File: src/rtl/xin_debounce.sv
// Input conditioner: two-flop synchroniser, counter-qualified debounce FSM,
// edge strobes and a wrapping count of accepted rising edges.
//
// state       | meaning
// LOW_STABLE  | xout=0 accepted; waiting for a high sample
// WAIT_HIGH   | counting consecutive high samples toward acceptance
// HIGH_STABLE | xout=1 accepted; waiting for a low sample
// WAIT_LOW    | counting consecutive low samples toward acceptance
module xin_debounce #(
  parameter int unsigned DEBOUNCE_CYCLES = 4,
  parameter int unsigned CNT_W           = 8
) (
  input  logic             clk,
  input  logic             rst,
  input  logic             din,
  output logic             xout,
  output logic             rise,
  output logic             fall,
  output logic [CNT_W-1:0] rise_cnt
);

  localparam int unsigned   CW       = $clog2(DEBOUNCE_CYCLES + 1);
  localparam logic [CW-1:0] CNT_LAST = CW'(DEBOUNCE_CYCLES - 1);

  typedef enum logic [1:0] {
    LOW_STABLE  = 2'd0,
    WAIT_HIGH   = 2'd1,
    HIGH_STABLE = 2'd2,
    WAIT_LOW    = 2'd3
  } state_t;

  state_t           state_q;
  logic [CW-1:0]    cnt_q;
  logic [CW-1:0]    cnt_d;
  logic             s1_q;
  logic             s2_q;
  logic             xout_q;
  logic             rise_q;
  logic             fall_q;
  logic [CNT_W-1:0] rise_cnt_q;
  logic [CNT_W-1:0] rise_cnt_d;

  assign cnt_d      = cnt_q + CW'(1);
  assign rise_cnt_d = rise_cnt_q + CNT_W'(1);

  always_ff @(posedge clk or posedge rst) begin
    if (rst) begin
      s1_q       <= 1'b0;
      s2_q       <= 1'b0;
      state_q    <= LOW_STABLE;
      cnt_q      <= '0;
      xout_q     <= 1'b0;
      rise_q     <= 1'b0;
      fall_q     <= 1'b0;
      rise_cnt_q <= '0;
    end else begin
      s1_q   <= din;
      s2_q   <= s1_q;
      rise_q <= 1'b0;
      fall_q <= 1'b0;
      case (state_q)
        LOW_STABLE: begin
          if (s2_q) begin
            state_q <= WAIT_HIGH;
            cnt_q   <= CW'(1);
          end
        end
        WAIT_HIGH: begin
          // any single low sample restarts qualification from the stable state
          if (!s2_q) begin
            state_q <= LOW_STABLE;
            cnt_q   <= '0;
          end else if (cnt_q == CNT_LAST) begin
            state_q    <= HIGH_STABLE;
            xout_q     <= 1'b1;
            rise_q     <= 1'b1;
            rise_cnt_q <= rise_cnt_d;
            cnt_q      <= '0;
          end else begin
            cnt_q <= cnt_d;
          end
        end
        HIGH_STABLE: begin
          if (!s2_q) begin
            state_q <= WAIT_LOW;
            cnt_q   <= CW'(1);
          end
        end
        WAIT_LOW: begin
          if (s2_q) begin
            state_q <= HIGH_STABLE;
            cnt_q   <= '0;
          end else if (cnt_q == CNT_LAST) begin
            state_q <= LOW_STABLE;
            xout_q  <= 1'b0;
            fall_q  <= 1'b1;
            cnt_q   <= '0;
          end else begin
            cnt_q <= cnt_d;
          end
        end
        default: begin
          state_q <= LOW_STABLE;
          cnt_q   <= '0;
        end
      endcase
    end
  end

  assign xout     = xout_q;
  assign rise     = rise_q;
  assign fall     = fall_q;
  assign rise_cnt = rise_cnt_q;

endmodule

File: config.mk
export PLATFORM = sky130hd
export DESIGN_NAME = xin_debounce
export DESIGN_NICKNAME = d
export VERILOG_FILES = /design/src/rtl/xin_debounce.sv
export SDC_FILE = /design/constraint.sdc
export NUM_CORES = 1
export LEC_CHECK = 0
export CAP_MARGIN = 20
export CORE_MARGIN = 10
export CORE_UTILIZATION = 49
export CTS_CLUSTER_DIAMETER = 30
export DETAILED_ROUTE_END_ITERATION = 12
export PLACE_DENSITY = 0.74
export SYNTH_ARGS = -nofsm -noshare
export SYNTH_HDL_FRONTEND = slang
export SYNTH_SLANG_ARGS = --single-unit
File: constraint.sdc
create_clock -name clk -period 1.8 [get_ports clk]
set_input_delay 0.36 -clock clk [delete_from_list [all_inputs] [get_ports clk]]
set_output_delay 0.36 -clock clk [all_outputs]
set_load 0.01 [all_outputs]
# [Word level (Yosys, flattened, before mapping)]
# Cells that the tools add are included.
[word_totals] reg_bits=18 latchBits=0 mem_bits_rw=0 mem_bits_ro=0 input_bits=3 elab_cells=51 n_memories=0
[op_classes] addsub=2 mul=0 n_div=0 magnitude_cmp=0 n_eq_ne=12 shift=0 muxes=23 n_bitwise=0 reduce_logical=6
[ops] op="$mux 3" count=5
[ops] op="$mux 2" count=6
[ops] op="$ne 2x2->1 const B" count=6
[ops] op="$pmux 3 s4" count=1
[ops] op="$mux 1" count=9
[ops] op="$add 8x1->8 const B" count=1
[ops] op="$pmux 2 s4" count=1
[ops] op="$ne 3x3->1 const B" count=2
[ops] op="$reduce_and 5->1" count=1
[ops] op="$eq 2x2->1 const B" count=2
[ops] op="$reduce_and 4->1" count=1
[ops] op="$add 3x1->3 const B" count=1
[ops] op="$eq 3x2->1 const B" count=1
[ops] op="$reduce_and 3->1" count=1
[ops] op="$eq 2x1->1 const B" count=1
[ops] op="$logic_not 2->1" count=1
[ops] op="$pmux 1 s2" count=1
[ops] op="$reduce_and 2->1" count=1
[ops] op="$reduce_bool 2->1" count=1

# [Longest topological paths before layout]
[depth] ltp_word=4 ltp_mapped=4 mapped_depth_nobuf=4

# [Worst setup path after synthesis]
# Ideal clock, no wire load.
[synth_path] kind="reg-to-reg" startpoint="register cnt_q[0]" endpoint="register rise_cnt_q[1], in the netlist rise_cnt[1]" setup_time_ns=0.125 t_arrival_ns=1.233 setup_slack_ns=0.443 stages_incl_launch_ff=5 path_buffers=0 period_less_slack_ns=1.357 cell_sequence="dfrtp_1 ha_1 nand4b_4 nor2_2 mux2_2"
[synth_via] elab_chain_cells=2
[synth_lines] item="start, declared" line="33" rtl="logic [CW-1:0] cnt_q;"
[synth_lines] item="start signal, assigned" line="80" rtl="cnt_q <= cnt_d;"
[synth_lines] item="start signal, assigned" line="99" rtl="cnt_q <= cnt_d;"
[synth_lines] item="$eq 3x2->1" line="73" rtl="end else if (cnt_q == CNT_LAST) begin"
[synth_lines] item="$reduce_and 3->1 (no line)"
[synth_lines] item="end signal, assigned" line="77" rtl="rise_cnt_q <= rise_cnt_d;"
[synth_lines] item="end, declared" line="40" rtl="logic [CNT_W-1:0] rise_cnt_q;"
# No other way between the ends.
# A chain may end at the register's enable or synchronous reset.

# [Final worst setup path]
[layout_path] startpoint="register rise_cnt_q[0], in the netlist rise_cnt[0]" endpoint="output port rise_cnt[0]"
[layout_rtl] item="end, declared" line="19" rtl="output logic [CNT_W-1:0] rise_cnt"
# No word-level cell between the ends.

==> results by group <==
Floorplanning
  – Initial Util: roughly half
  – IO Count: 14
  – FP Rows: 14
  – Core area: around 1500 um^2
  – DIE AREA: 3570 um^2
  – Die width: 59.7 um
  – Die H: 59.7 um

Timing
  – Setup TNS: 0 ns
  – Worst clock skew: 0.00259 ns
  – Final hold vios: 0
  – Final Setup Violations: 0
  – Slew @ Worst Pin: 0.332 ns
  – Hold Worst Slack: 0.359 ns
  – F_max: 0.609 GHz
  – Period minus WS final: approximately 1.6 ns
  – Relative slew slack: 77.8%
  – Fin crit share: 91.3%
  – RSZ-0062 raised after global routing: no
  – Slew Limit Fails: 0

Clocking
  – Longest Clk Path Bufs: 2
  – Post-CTS Setup Bufs: 0
  – # resized after CTS: 0
  – Clk slew on worst S/H paths: 0.10 ns
  – Clock tree sinks: 18
  – Skew-Pair Late Insertion Delay: 0.30 ns
  – CTS tree: done
  – Clk root buf: clkbuf_4
  – H-tree levels: 1
  – Hold_buf cts: 0
  – Clock buffer count from CTS: 3

Logic synthesis
  – Prevailing post-synth register cell: dfrtp_1
  – Most frequent cells after synthesis: 18 x dfrtp_1, 6 x xor2_1, 5 x inv_1, 5 x nand2_1
  – Post-Syn Nets: 68
  – Synth top area share: roughly 60%
  – Biggest area consumer among synthesized cells: dfrtp_1
  – Largest cells by area after synthesis: dfrtp_1 58%, xor2_1 6.8%, nor4_2 4.9%
  – Synth async-reset ratio: 100%
  – Avg Synthesized Cell Area: 12.3 um^2
  – Syn Inst Count: 63
  – Sequential-to-total area share from yosys stat: between 50 and 60%
  – Yosys warning total: 0
  – Yosys reg bits: 18
  – Distinct cells, synth: 24
  – EDFF count, synth: 0
  – Most common cell in the synthesized netlist: dfrtp_1
  – Mapped cell area: 773 um^2

Setup path
  – Critical path class: reg -> out
  – Crit start category: flip-flop
  – CP max FO: 4
  – Family with the most delay on the worst path: buffers and inverters
  – Critical-path cell list: clkdlybuf4s50_1
  – Buf/Inv on CP: 1
  – Worst EP required: around 1.4 ns
  – Crit-path slowest cell: clkdlybuf4s50_1
  – R2R depth: 4
  – Critical path's largest stage delay: 0.57 ns
  – Worst Path Arrival: 1.28 ns
  – Stages on the worst setup path: 1
  – Worst setup EP type: output pin

Pwr
  – Part of the power in registers: between 50% and 60%
  – Net Sw Power: roughly 0.35 mW
  – Comb pwr share: about 24%
  – Sw frac: around a third
  – Clock Power Share: 23.1%
  – Cell Pwr Density: 1130 nW/um^2
  – LEAKAGE: 0.437 nW
  – Peak supply drop: around 0.71 mV
  – P_int: 0.735 mW

Global routing
  – Vias in the first global route: ~530
  – Antenna violations before repair: 0
  – First-pass GRT wire length: 2.33 mm
  – Largest net degree at the start of global routing: 19
  – Overall Global Routing Usage: 8.44%
  – Gr ovfl total: 0

Final layout
  – Post-layout nets: between 80 and 90
  – Antenna cells: 0
  – Fill cells: about 130
  – Layout Area Growth over Synthesis: 24.4%
  – Share of cells above drive strength 1: roughly 14%

Placement
  – Post-DP HPWL: 962 um
  – RePlAce Congestion: 0.714
  – Input/output buffers: 13

Routing
  – DRC violations left: 0
  – WL/cell: 13.5 um
  – Starting DRC count in detailed routing: 3
  – Detailed Routing Iterations Pass 1: 4
  – Vias post-DR: just under 500
  – Via-per-instance ratio: 5.14
  – Final wirelength: between 1 and 1.5 mm
  – Post-route antenna net violation count: 0

Job
  – Maxcap violations: 0

Min path
  – Hold WC Path Type: in -> async

Run status
  – Outcome: finished clean
-- power by group through the flow --
stage / logic [mW] / registers, mW / clock network [mW]
after global routing: 0.298 / 0.587 / 0.268
after detailed placement: 0.263 / 0.576 / 0
after floorplan: 0.178 / 0.553 / 0
after global placement: 0.254 / 0.573 / 0
final: 0.261 / 0.572 / 0.251
after CTS: 0.269 / 0.570 / 0.252
-- area by class of cell --
type                    instances  area (um^2)  area share, %
clock buffers                   4         36.3           3.77
inverters                       5         18.8           1.95
multi-input cells              39          299           31.1
flip-flops and latches         18          450           46.8
well taps                      16         20.0           2.08
repair buffers                 14          138           14.3
-- metal layers --
metal  vias to the layer above  wire length (um)  global-route usage, %
met1                       229               611                   10.8
met3                         5                90                   2.97
met4                         0                29                   4.81
li1                        246                 -                      -
met2                        13               561                   11.9
met5                         -                 0                      0
-- tightest hold or removal path: stages --
cell,delay [ns]
clkdlybuf4s50_1,0.39
inv_1,0.05
buf_4,0.24
-- worst paths after layout --
kind	to	slack (ns)	startpoint
setup reg to reg	rise_cnt[1]$_DFFE_PP0P_	0.35	cnt_q[0]$_DFFE_PP0P_
hold reg to reg	s2_q$_DFF_PP0_	0.37	s1_q$_DFF_PP0_
min in group clk	s2_q$_DFF_PP0_	0.37	s1_q$_DFF_PP0_
setup / recovery	rise_cnt[0]	0.16	rise_cnt[0]$_DFFE_PP0P_
max in group asynchronous	state_q[0]$_DFFE_PP0P_	1.25	rst
hold / removal	rise_cnt[0]$_DFFE_PP0P_	0.36	rst
-- logic make-up after synthesis --
| family | after synthesis | synth area share [%] |
|---|---|---|
| AOI/OAI and AO/OA | 6 | 4.37 |
| muxes | 1 | 1.46 |
| adders and majority gates | 2 | 3.24 |
| buffers and inverters | 6 | 3.07 |
| and+or+nand+nor | 22 | 20.6 |
| xor gates and xnor gates | 8 | 9.06 |
| DFF | 18 | 58.3 |
-- cells in the final DEF, fill, tap and decap left out, types with 2 or more instances in the layout --
cell	n
clkbuf_4	3
inv_1	5
nor4_2	3
dfrtp_1	18
ha_1	2
clkdlybuf4s50_1	13
nand2_1	5
nor3b_1	2
o21ai_0	3
nand3_1	2
xor2_1	6
xnor2_1	2
nor2_1	2
-- flip-flops by register name, indices dropped and copies added (netlist names), named ones only --
signal	count
state_q	1
s1_q	1
cnt_q	3
fall	1
s2_q	1
rise	1
rise_cnt	8
xout	1
-- metrics by stage --
stage               cell area [um^2]  setup WS (ns)  power, mW  util, %  instances
detailed placement               926          0.349      0.839     61.5         92
global placement                 926          0.377      0.827     61.5         92
CTS                              962          0.149       1.09     63.9         96
finish                           962          0.157       1.08     63.9         96
global route                     962         0.0960       1.15     63.9         96
floorplan                        773          0.443      0.730        -         63
Power figures use the tool's default switching activity.
==> RTL edit 1: new RTL, same settings <==
Set the parameter `CNT_W` to 10 (it was 8).
--- a/src/rtl/xin_debounce.sv
+++ b/src/rtl/xin_debounce.sv
@@ -8,7 +8,7 @@
 // WAIT_LOW    | counting consecutive low samples toward acceptance
 module xin_debounce #(
   parameter int unsigned DEBOUNCE_CYCLES = 4,
-  parameter int unsigned CNT_W           = 8
+  parameter int unsigned CNT_W           = 10
 ) (
   input  logic             clk,
   input  logic             rst,
Ports: changed (resized rise_cnt); port bits go from 14 to 16. No check against the original RTL was run, so the function may have changed too.
==> RTL edit 1 against the original RTL <==
  * Sequential cell count rose by 2
  * Power grew 1.9%
  * Cell count grew 21%
  * Non-clock buffer count increased by 2
  * Largest power group unchanged
  * Via count rose by 18%
  * Critical endpoint is now rise_cnt[2]
  * Clock power fell by 22%
  * Worst setup slack worse by 69 ps
  * Design area grew 16%
  * Wire length grew 18%
  * Synthesized area increased by 17%
  * First-iteration DRC count rose to 2.7 times the old value
==> RTL edit 1: results (changes against the original RTL) <==
synthTopCellsByCount: "dfrtp_1 (20), xor2_1 (10), inv_1 (4), nor3_2 (4), o21ai_0 (4)"
use_met3: 0.0336  # +0.00391
ir_drop_v: 0.000715  # about the same
dpl_cell_area_mm2: 0.00109  # +18%
via_per_inst: 5.00  # -2.6%
fin_worst_skew_ps: 6.85  # +4.26 ps
power.leakage_uw: 0.000515  # +18%
wire_per_inst_um: 13.1  # -2.4%
dp_cells: 113  # +23%
synthDistinctLibCells: 28  # +17%
grt_pass1_wl_um: 2640  # +13%
grt_max_degree: 21  # +2
track_usage: 0.0804  # -0.00405
worst_path_largest_cell_delay_ps: 590  # +20 ps
drt_first_iter_violations: 8  # +5
largest_reg_flops: 10  # +2
numPortBuffers: 15  # +2
arrival_ps: 1350  # +70 ps
syn_nets: 78  # +15%
drive_gt1_frac: 0.143  # +0.00536
critPathMaxFanout: 7  # +3
layout.nets: 98  # +14%
outcome: "finished, final reports clean"
max_freq_mhz: 584  # -4.0%
grtUsageMet2: 0.114  # -0.00490
via_count: 580  # +18%
slew_headroom: 0.784  # +0.00655
## RTL edit 1: final cells by class
cell class | instances | area share
flip-flops and latches | 20 | 0.450
repair buffers | 16 | 0.142
well taps | 25 | 0.0281
clock buffers | 3 | 0.0202
multi-input cells | 48 | 0.346
inverters | 4 | 0.0135
## RTL edit 1: metal layers
metal / share of wire / vias up
met5: 0 / -
met4: 0.013 / 0
met3: 0.077 / 4
met2: 0.44 / 13
met1: 0.47 / 273
li1: - / 290
## RTL edit 1: metrics by stage
stage	total power [uW]	utilization
after floorplan	807	-
after global placement	912	0.624
after detailed placement	918	0.624
after CTS	1120	0.637
after global routing	1190	0.637
final	1100	0.637
## RTL edit 1: path summary, 6_finish.rpt
| check | from | endpoint |
|---|---|---|
| min | s1_q | s2_q |
| max reg2reg | cnt_q[0] | rise_cnt[1] |
| min in group asynchronous | rst | rise_cnt[6] |
| max in group asynchronous | rst | cnt_q[1] |
| min reg2reg | s1_q | s2_q |
| max | rise_cnt[2] | rise_cnt[2] |
## RTL edit 1: cells by family (layout without fill, tap and decap cells)
logic type | Yosys count | in the layout | synth area share
xor+xnor | 10 | 10 | 0.0964
buf+inv | 5 | 23 | 0.0248
fa+ha+maj | 2 | 2 | 0.0275
compound gates | 8 | 8 | 0.0524
mux | 2 | 2 | 0.0248
simple gates | 26 | 26 | 0.223
flops | 20 | 20 | 0.551
## RTL edit 1: power breakdown
part           switching [uW]  internal (uW)
sequential               93.5            518
combinational             141            153
clock                     119           77.7
total                     354            749
==> RTL edit 2: new RTL, same flow settings <==
Without the edit above. Re-encode `state_t` (4 states) as Gray code, 2 bits wide.
--- a/src/rtl/xin_debounce.sv
+++ b/src/rtl/xin_debounce.sv
@@ -23,10 +23,10 @@
   localparam logic [CW-1:0] CNT_LAST = CW'(DEBOUNCE_CYCLES - 1);
 
   typedef enum logic [1:0] {
-    LOW_STABLE  = 2'd0,
-    WAIT_HIGH   = 2'd1,
-    HIGH_STABLE = 2'd2,
-    WAIT_LOW    = 2'd3
+    LOW_STABLE  = 2'b00,
+    WAIT_HIGH   = 2'b01,
+    HIGH_STABLE = 2'b11,
+    WAIT_LOW    = 2'b10
   } state_t;
 
   state_t           state_q;
Function: no difference found for any inputs over 10 cycles, from zero or initial values and one cycle with rst high; not proved beyond that.
==> RTL edit 2 against the original RTL <==
  * Wire length rose by 16%
  * Non-clock buffer count is 3 higher
  * Die area increased by 5.8%
  * First-iteration DRC count rose to 3.3 times the old value
  * Power is 21% higher
  * Synthesized area grew 8.7%
  * Sequential power is 3% lower
  * Fmax is 2.4% lower
  * Hold slack gained 0.67 ps
  * Worst setup slack worse by 40 ps
  * Sequential cell count is the same
  * Design area grew 9.5%
  * Critical endpoint is now state_q[1]
==> RTL edit 2: results (changes against the original RTL) <==
grt_pass1_wl_um: 2380  # +2.1%
ir_drop_v: 0.000708  # -0.93%
fin_worst_skew_ps: 1.48  # -1.11 ps
synthDistinctLibCells: 25  # +4.2%
routabilityCongestion: 0.744  # +4.2%
layout.nets: 103  # +20%
crit_family: "simple AND/OR/NAND/NOR gates"
antennaDiodeCount: 0  # unchanged
via_per_inst: 5.28  # +2.9%
drive_gt1_frac: 0.151  # +0.0130
htree_levels: 1  # unchanged
synthMuxAreaShare: 0.0387  # +0.0241
outcome: "finished, final reports clean"
synthTopCellsByCount: "dfrtp_1 (18), inv_1 (7), ha_1 (6)"
synth_cells: 73  # +16%
clk_latency_ps: 280  # -20 ps
slew_headroom: 0.809  # +0.0316
power.leakage_uw: 0.000494  # +13%
arrival_ps: 1910  # +630 ps
synth_compound_area_frac: 0.0804  # +0.0367
holdCritPathClass: "flip-flop to flip-flop"
worst_path_largest_cell_delay_ps: 490  # -80 ps
slowest_stage: "or4_1"
drt_first_iter_violations: 10  # +7
fin_cells: 109  # +14%
dpl_cell_area_mm2: 0.00101  # +8.6%
first_pass_iters: 2  # -2
yosys-top-cells-area: "dfrtp_1 (54%), ha_1 (8.9%), xor2_1 (4.2%)"
reg2reg_slack_ps: 120  # -230 ps
fillerInstances: 115  # -12%
[RTL edit 2: cell types whose count changed in the layout (fill, tap and decap cells not counted), sizes merged, moves of 2 or more]
cell	change
a21oi	+4
ha	+4
nand4	+4
buf	+3
nor4	-3
inv	+2
nand2	-2
nand4b	-2
nor3b	-2
xor2	-2
[RTL edit 2: area by class of cell]
cell class | instances | area share
multi-input cells | 47 | 0.342
inverters | 7 | 0.0249
well taps | 16 | 0.0190
repair buffers | 17 | 0.152
flip-flops and latches | 18 | 0.428
clock buffers | 4 | 0.0344
[RTL edit 2: power breakdown]
part	total (uW)	leakage [uW]	switching (uW)	internal [uW]
registers	557	0.000237	73.7	483
logic	513	0.000236	247	267
clock network	243	0.0000210	120	123
[RTL edit 2: what timing repair did]
| action | 4_1_cts | 5_1_grt |
|---|---|---|
| gates resized for setup | 0 | 1 |
| setup endpoints to repair | 0 | 2 |
| setup buffers | 0 | 1 |
[RTL edit 2: path summary, 6_finish.rpt]
check | to | start | depth (start not counted)
worst max-delay path | state_q[1] | state_q[0] | 6
max in group asynchronous | fall | rst | 3
min in group asynchronous | rise_cnt[7] | rst | 3
worst max register to register | state_q[1] | state_q[0] | 6
worst min register to register | s2_q | s1_q | 0
worst min-delay path | s2_q | s1_q | 0
[RTL edit 2: layer usage]
layer | part of all wire | track usage | wire length [um]
met1 | 0.48 | 0.100 | 715
met2 | 0.47 | 0.139 | 706
met3 | 0.049 | 0.0309 | 74
met4 | 0.0066 | 0.0414 | 10
met5 | 0 | 0 | 0
[RTL edit 2: per-stage QoR]
step           utilization  setup TNS (ps)  worst slack, ps
2_1_floorplan            -               0              152
3_3_place_gp         0.645               0              183
3_5_place_dp         0.645               0             99.5
4_1_cts              0.669               0             83.2
5_1_grt              0.676           -18.8            -18.8
6_report             0.676               0              117
